===== src/rtl/wide_add_sequencer.sv =====
// Multi-word add/subtract sequencer: streams NUM_WORDS 32-bit words through an
// external 32-bit carry adder, least-significant word first, one word per clock.
module wide_add_sequencer #(
  parameter int NUM_WORDS = 4
) (
  input  logic                    Clk,
  input  logic                    Rst,
  input  logic                    Start_In,
  output logic                    Ready_Out,
  input  logic [32*NUM_WORDS-1:0] A_In,
  input  logic [32*NUM_WORDS-1:0] B_In,
  input  logic                    C_In,
  input  logic                    Sub_In,
  output logic [31:0]             Add_A_Out,
  output logic [31:0]             Add_B_Out,
  output logic                    Add_Cin_Out,
  input  logic [31:0]             Add_Sum_In,
  input  logic                    Add_Cout_In,
  output logic [32*NUM_WORDS-1:0] Sum_Out,
  output logic                    C_Out,
  output logic                    Overflow_Out,
  output logic                    Done_Out,
  input  logic                    Ack_In
);

  localparam int IDX_W = (NUM_WORDS > 1) ? $clog2(NUM_WORDS) : 1;
  localparam logic [IDX_W-1:0] LAST_IDX = IDX_W'(NUM_WORDS - 1);

  typedef enum logic [1:0] {IDLE, RUN, DONE} state_t;

  state_t state, state_next;

  logic [NUM_WORDS-1:0][31:0] a_q, b_q, sum_q;
  logic [IDX_W-1:0]           idx_q;
  logic                       carry_q, c_q, ovf_q;
  logic                       accept, step, last_step;

  // NOTE: sequential state uses non-blocking (<=) so every flop samples pre-edge values.
  always_ff @(posedge Clk) begin
    if (Rst) state <= IDLE;
    else     state <= state_next;
  end

  // NOTE: every combinational output gets a default first, so no path can infer a latch.
  always_comb begin
    state_next = state;
    Ready_Out  = 1'b0;
    Done_Out   = 1'b0;
    accept     = 1'b0;
    step       = 1'b0;
    last_step  = 1'b0;
    unique case (state)
      IDLE: begin
        Ready_Out = 1'b1;
        if (Start_In) begin
          accept     = 1'b1;
          state_next = RUN;
        end
      end
      RUN: begin
        step = 1'b1;
        if (idx_q == LAST_IDX) begin
          last_step  = 1'b1;
          state_next = DONE;
        end
      end
      DONE: begin
        Done_Out = 1'b1;
        if (Ack_In) state_next = IDLE;
      end
      default: state_next = IDLE;
    endcase
  end

  // NOTE: operand holding registers carry no reset; they are always loaded before use.
  always_ff @(posedge Clk) begin
    if (accept) begin
      a_q <= A_In;
      b_q <= Sub_In ? ~B_In : B_In;
    end
  end

  always_ff @(posedge Clk) begin
    if (Rst) begin
      idx_q   <= '0;
      carry_q <= 1'b0;
      sum_q   <= '0;
      c_q     <= 1'b0;
      ovf_q   <= 1'b0;
    end else if (accept) begin
      idx_q   <= '0;
      carry_q <= Sub_In | C_In;
    end else if (step) begin
      sum_q[idx_q] <= Add_Sum_In;
      carry_q      <= Add_Cout_In;
      idx_q        <= last_step ? '0 : idx_q + IDX_W'(1);
      if (last_step) begin
        c_q   <= Add_Cout_In;
        // Signed overflow: like-signed operands producing a result of the other sign.
        ovf_q <= (a_q[NUM_WORDS-1][31] == b_q[NUM_WORDS-1][31]) &&
                 (Add_Sum_In[31] != a_q[NUM_WORDS-1][31]);
      end
    end
  end

  // Adder drive comes only from registers, and is forced to zero outside RUN.
  assign Add_A_Out   = step ? a_q[idx_q] : '0;
  assign Add_B_Out   = step ? b_q[idx_q] : '0;
  assign Add_Cin_Out = step & carry_q;

  assign Sum_Out      = sum_q;
  assign C_Out        = c_q;
  assign Overflow_Out = ovf_q;

endmodule


===== config.mk =====
export PLATFORM = sky130hd
export DESIGN_NAME = wide_add_sequencer
export DESIGN_NICKNAME = d
export VERILOG_FILES = /design/src/rtl/wide_add_sequencer.sv
export SDC_FILE = /design/constraint.sdc
export NUM_CORES = 1
export LEC_CHECK = 0
export BUFFER_PORTS_ARGS = -buffer_cell sky130_fd_sc_hd__buf_2
export CORE_AREA = 2 2 190 192
export CTS_BUF_LIST = sky130_fd_sc_hd__clkbuf_4
export DETAILED_ROUTE_END_ITERATION = 16
export DIE_AREA = 0 0 192 194
export PLACE_DENSITY = 0.8
export SYNTH_ARGS = -nofsm -noshare
export SYNTH_HDL_FRONTEND = slang
export SYNTH_SLANG_ARGS = --single-unit

===== constraint.sdc =====
create_clock -name Clk -period 6.7 [get_ports Clk]
set_input_delay 0.67 -clock Clk [delete_from_list [all_inputs] [get_ports Clk]]
set_output_delay 0.67 -clock Clk [all_outputs]
set_load 0.01 [all_outputs]

==> metrics, run 1 <==
core area about 35000 um2; Setup CP Type reg -> out; Mapped Cells between 1k and 1.5k; Final period util 59.6%; 1st-iter DRT viols 686; Critical Path Source Type register; Num CTS Buffers slightly below 100; Clock Power Share about 39%; initial antenna violation count 18; post-layout minimum cycle time approximately 4 ns; GPL Wtd Cong 0.832; Final TNS setup 0 ns; Post-synth EDFFs 256; Final Hold Vio Count 0; CP endpoint kind output pin; crit path DAT 3.32 ns; Inst Count DP 2039; largest family of logic cells by synthesized area simple AND/OR/NAND/NOR gates; Post-Synth XOR/XNOR Area 7.17%; synth warn 0; Final #Nets 2088; worst vdd ir between 150 and 200 uV; die area between 30000 and 40000 um2; first-pass GRT wire length between 60000 and 70000 um; Least-Margin Pin Slew about 1.1 ns; drt wl/cell 20.0 um; clk buf depth 3; CTS tree built; highest clock rate about 0.25 GHz; area delta synth->final 33.4%; max cap viols 0; H-tree Lvls 3; Post-Synth Adder-Cell Area 0.320%; Clock Skew 0.0409 ns; clock latency on the worst-skew pair 0.77 ns; Largest stage delay, worst path 0.73 ns; drt total wl 46600 um; fraction of registers with async set or reset after synthesis 0%; Max FO, Critical Path between 40 and 50; initial core utilization between 40% and 50%; P_int 4.13 mW; Synth Area in Simple Gates under 10%; leading register cell type out of synthesis edfxtp_1; GR Overflow Total 0; CP Data Required Time 6.03 ns; Netlist cell types 25; port bufs 491; Critical-path top delay cell buf_4; R2R Setup Slk 4.28 ns; clk sink count 391; Worst-path clk slew 0.08 ns; num rows just under 70; Rel. slew slack about a quarter; post-detailed-route count of antenna-violating nets 0; syn_nets 1454; DP HPWL 28700 um; Synth Area in Compound Gates approximately 4.4%; Synth Cell Area 15600 um2; sequential area share after synthesis 66.5%; Leak approximately 8.5 nW; Die Wd 192 um; Die Ht 194 um; Sequential Power Share 50.8%; Hold Crit Class in -> reg; First-pass DRT Iterations 5; synthesized area per cell 13.5 um2; FF/Latch Area 10400 um2; area of the multi-input gates 4840 um2; part of the power in combinational logic 10.2%; final setup fails 0; DR DRC count 0; Yosys reg bits approximately 390; Tot Pwr roughly 5.5 mW; P_sw 1.34 mW; Layout fillers 2714; vias in the first global route 12.4k; unrepaired setup endpoints after global routing false; mux contribution to synthesized area 9.29%; status complete, no violations; post-route insts no fill 2335; layout cells sized above 1 39.2%; switching portion of total power 24.4%; boundary pin count 492; PwrDens 262 nW/um2; pin count of the biggest net entering global routing 166; post-CTS setup repair buffer count 0; cells along the critical path buf_4 > mux4_2 > nor2b_1 > buf_2; total track usage about a quarter; vias per cell roughly 5; clock root buffer clkbuf_4; Via Count between 10k and 15k; Slew Viols, Final 0
final timing paths:
path | to | start | cells past startpoint
worst max-delay path | Add_B_Out[26] | idx_q[0] | 4
worst min-delay path | a_q[113] | A_In[113] | 1
worst max register to register | Overflow_Out | idx_q[1] | 6
worst min register to register | Sum_Out[64] | Sum_Out[64] | 2
area by class of cell:
cell class              instances  share of cell area, %
diodes                         13                  0.156
clock buffers                 144                   5.18
clock inverters                29                   1.08
inverters                       4                 0.0720
multi-input cells             678                   23.2
flip-flops and latches        391                   49.9
well taps                     461                   2.77
repair buffers                615                   17.7
cell families after synthesis:
family          Yosys count
flops                   391
mux                      65
xor+xnor                128
simple gates            345
buf+inv                  86
fa+ha+maj                 4
compound gates          136
power groups by stage:
| stage | registers [mW] | clock network, mW | logic (mW) |
|---|---|---|---|
| 5_1_grt | 2.79 | 2.30 | 0.600 |
| 2_1_floorplan | 2.82 | 0 | 0.281 |
| 4_1_cts | 2.78 | 2.15 | 0.547 |
| 6_report | 2.78 | 2.13 | 0.559 |
| 3_3_place_gp | 2.82 | 0 | 0.481 |
| 3_5_place_dp | 2.83 | 0 | 0.493 |
placed cells by master, fill, tap and decap left out, drive strengths merged, types with 2 or more instances in the layout:
| cell type | Yosys | final |
|---|---|---|
| clkinv | 0 | 24 |
| o21bai | 2 | 2 |
| nor2b | 65 | 65 |
| inv | 4 | 4 |
| diode | 0 | 13 |
| xor2 | 128 | 128 |
| mux4 | 64 | 64 |
| edfxtp | 256 | 256 |
| clkbuf | 39 | 144 |
| a21oi | 132 | 132 |
| nand2b | 2 | 2 |
| buf | 43 | 505 |
| and3b | 4 | 4 |
| dlygate4sd3 | 0 | 110 |
| nand3b | 6 | 6 |
| nor2 | 4 | 4 |
| ha | 4 | 4 |
| dfxtp | 135 | 135 |
| bufinv | 0 | 4 |
| nand2 | 260 | 260 |
synthesized netlist by cell type (4+ instances only):
cell / instances / area share, %
buf_6: 4 / 0.29
inv_1: 4 / 0.096
clkbuf_1: 39 / 0.94
ha_1: 4 / 0.32
dfxtp_1: 135 / 17
xor2_1: 128 / 7.2
edfxtp_1: 256 / 49
buf_2: 37 / 1.2
nand2_1: 260 / 6.2
nor2_1: 4 / 0.096
mux4_2: 64 / 9.2
a21oi_1: 132 / 4.2
and3b_1: 4 / 0.22
nor2b_1: 65 / 2.6
nand3b_1: 6 / 0.29
per-stage QoR:
stage               instance area, um2  hold slack, ns  setup slack [ns]  utilization [%]
floorplan                        15600           0.446              2.33                -
global placement                 18400           0.438              3.48             52.3
detailed placement               18400           0.443              3.46             52.3
CTS                              20800        0.000623              2.56             59.1
global route                     20900          0.0143              2.42             59.2
finish                           20900          0.0931              2.71             59.2
timing repair:
action / in CTS / in global routing
hold endpoints to repair: 110 / 0
hold buffers: 110 / 0
resized for setup: 0 / 0
flip-flops by register name (all words and copies together), names as in the netlist:
| name | flops |
|---|---|
| idx_q | 2 |
| C_Out | 1 |
| Overflow_Out | 1 |
| a_q | 128 |
| Sum_Out | 128 |
| carry_q | 1 |
| state | 2 |
| b_q | 128 |
layer usage:
layer	wire length, um	vias to the layer above	global-route usage, %
met4	2190	6	14.6
met2	23800	730	42.1
li1	-	5386	-
met5	37	-	0
met3	4710	137	8.20
met1	15900	5704	26.1
critical path: cells and delay by family, from the launching register on:
family | cells | cell delay [ns]
buf+inv | 2 | 0.92
mux | 1 | 0.60
flops | 1 | 0.72
simple gates | 1 | 0.16
Note: power is estimated with default switching activity, not from simulation.
==> inputs of run 2 (changes only) <==
==> constraint.sdc (replaced) <==
create_clock -name Clk -period 3.35 [get_ports Clk]
set_input_delay 0.335 -clock Clk [delete_from_list [all_inputs] [get_ports Clk]]
set_output_delay 0.335 -clock Clk [all_outputs]
set_load 0.01 [all_outputs]
==> metrics, run 2 (same netlist as run 1, synthesis figures left out) <==
Largest stage delay, worst path 0.69 ns (-0.04 ns); vias per cell 5.18 (+1.2%); highest clock rate ~0.32 GHz; First-pass DRT Iterations 5 (unchanged); total track usage 27.6% (+3.0 points); Max FO, Critical Path 26 (-37%); Final Hold Vio Count 0 (unchanged); clk sink count 391 (unchanged); CP Data Required Time 3.01 ns (-3.02 ns); 1st-iter DRT viols 864 (+26%); Critical Path Source Type register; Hold Crit Class in -> reg; most frequent cells in the layout 489 x buf_2, 292 x dlygate4sd3_1, 260 x nand2_1, 256 x edfxtp_1, 144 x clkbuf_4; Die Wd 192 um (unchanged); area delta synth->final 45.5%; R2R Setup Slk 1.04 ns (-3.24 ns); Least-Margin Pin Slew 1.29 ns (+0.160 ns); post-layout minimum cycle time about 3.1 ns; Place WS 1.02 ns (-2.43 ns); Leak 9.27 nW (+9.3%); unrepaired setup endpoints after global routing false; initial core utilization 44.4% (unchanged); worst r2r src idx_q[0]; port bufs 491 (unchanged); cells along the critical path buf_4 > mux4_2 > nor2b_1 > buf_2; DR DRC count 0 (unchanged); num rows 69 (unchanged); Rel. slew slack 13.8% (-11 points); drt total wl 51900 um (+11%); status complete, no violations; crit path DAT 2.79 ns (-0.53 ns); post-CTS setup repair buffer count 0 (unchanged); pin count of the biggest net entering global routing 73 (-56%); Final #Nets 2279 (+9.1%); core area 35200 um2 (unchanged); clk buf depth 3 (unchanged); clock root buffer clkbuf_4; RR Endpoint Sum_Out[77]; max cap viols 0 (unchanged); Worst Hold Launch Rst; Die Ht 194 um (unchanged); final setup fails 0 (unchanged); worst vdd ir 475 uV (+140%); GR Overflow Total 0 (unchanged); initial antenna violation count 11 (-7); crit path buf inv count 2 (unchanged); CTS tree built; Via Count 13.1k (+9.1%); delay-heaviest family, CP flip-flops; die area 37200 um2 (unchanged); leading cell type in the layout, fill and taps excluded buf_2; drt wl/cell 20.6 um (+3.2%); Setup CP Type reg -> out; boundary pin count 492 (unchanged); Worst Hold End Sum_Out[54]; DP HPWL 28500 um (-0.85%); GPL Wtd Cong 0.843 (+1.3%); Setup WS post-layout 0.224 ns (-2.48 ns); first-pass GRT wire length 77100 um (+12%); Critical-path top delay cell dfxtp_4; Num CTS Buffers 100 (+1.0%); Worst-path clk slew 0.06 ns (-0.02 ns); clock latency on the worst-skew pair 0.80 ns (+0.03 ns); layout cells sized above 1 36.0% (-3.2 points); PwrDens 485 nW/um2 (+85%); Final period util 93.3%; vias in the first global route 13.7k (+11%); Hold Path Cell Cnt 2 (+1); post-detailed-route count of antenna-violating nets 0 (unchanged); Slew Viols, Final 0 (unchanged); H-tree Lvls 3 (unchanged); CP endpoint kind output pin; reg2reg path depth 5 (-1); Clock Skew 0.0497 ns (+0.00877 ns); Final TNS setup 0 ns (unchanged)
-- run 2: changes by cell type in the layout (fill, tap and decap cells not counted), sizes merged --
cell / change
clkinv: -1
inv: +2
dlygate4sd3: +182
clkinvlp: +1
buf: +8
diode: -5
bufinv: -3
-- run 2: metal layers --
metal	up-vias	GRT usage, %	part of all wire [%]
met5	-	0	0.046
met4	4	18.0	5.9
met3	197	7.93	9.9
met2	900	47.1	50
met1	6199	29.7	34
li1	5757	-	-
-- run 2: through the flow --
stage | hold slack (ns) | std cells | cell area (um2) | util [%] | power, mW
global placement | 0.438 | 2047 | 18600 | 52.7 | 6.63
finish | 0.123 | 2519 | 22700 | 64.5 | 11.0
global route | 0.0557 | 2519 | 22700 | 64.5 | 11.4
floorplan | 0.434 | 1155 | 15600 | - | 6.18
CTS | 0.00298 | 2511 | 22700 | 64.5 | 10.9
detailed placement | 0.444 | 2047 | 18600 | 52.7 | 6.67
-- run 2: worst max-delay path by stage --
| stage | startpoint | to | slack (ns) | cells after the start |
|---|---|---|---|---|
| global placement | idx_q[0] | Add_A_Out[3] | 1.05 | 4 |
| CTS | idx_q[0] | Add_B_Out[1] | 0.13 | 4 |
| floorplan | state[1] | a_q[0] | 0.37 | 3 |
| detailed placement | idx_q[0] | Add_B_Out[3] | 1.02 | 4 |
| finish | idx_q[0] | Add_A_Out[0] | 0.22 | 4 |
| global route | idx_q[0] | Add_A_Out[0] | 0.02 | 4 |
-- run 2: power breakdown --
group / switching [mW] / internal [mW]
Sequential: 0.118 / 5.44
Clock: 2.05 / 2.05
Combinational: 0.664 / 0.699
Total: 2.83 / 8.19
-- run 2: timing repair --
| item | 4_1_cts | 5_1_grt |
|---|---|---|
| gates resized for setup | 0 | 0 |
| hold endpoints to repair | 391 | 0 |
| hold buffers | 292 | 0 |
-- run 2: area by class of cell --
type	instances	area, um2
Clock buffer	144	1080
Inverter	4	15.0
Multi-Input combinational cell	678	4840
Fill cell	2389	12500
Antenna cell	8	20.0
Clock inverter	28	150
Tap cell	461	577
Timing Repair Buffer	805	5650
Sequential cell	391	10400
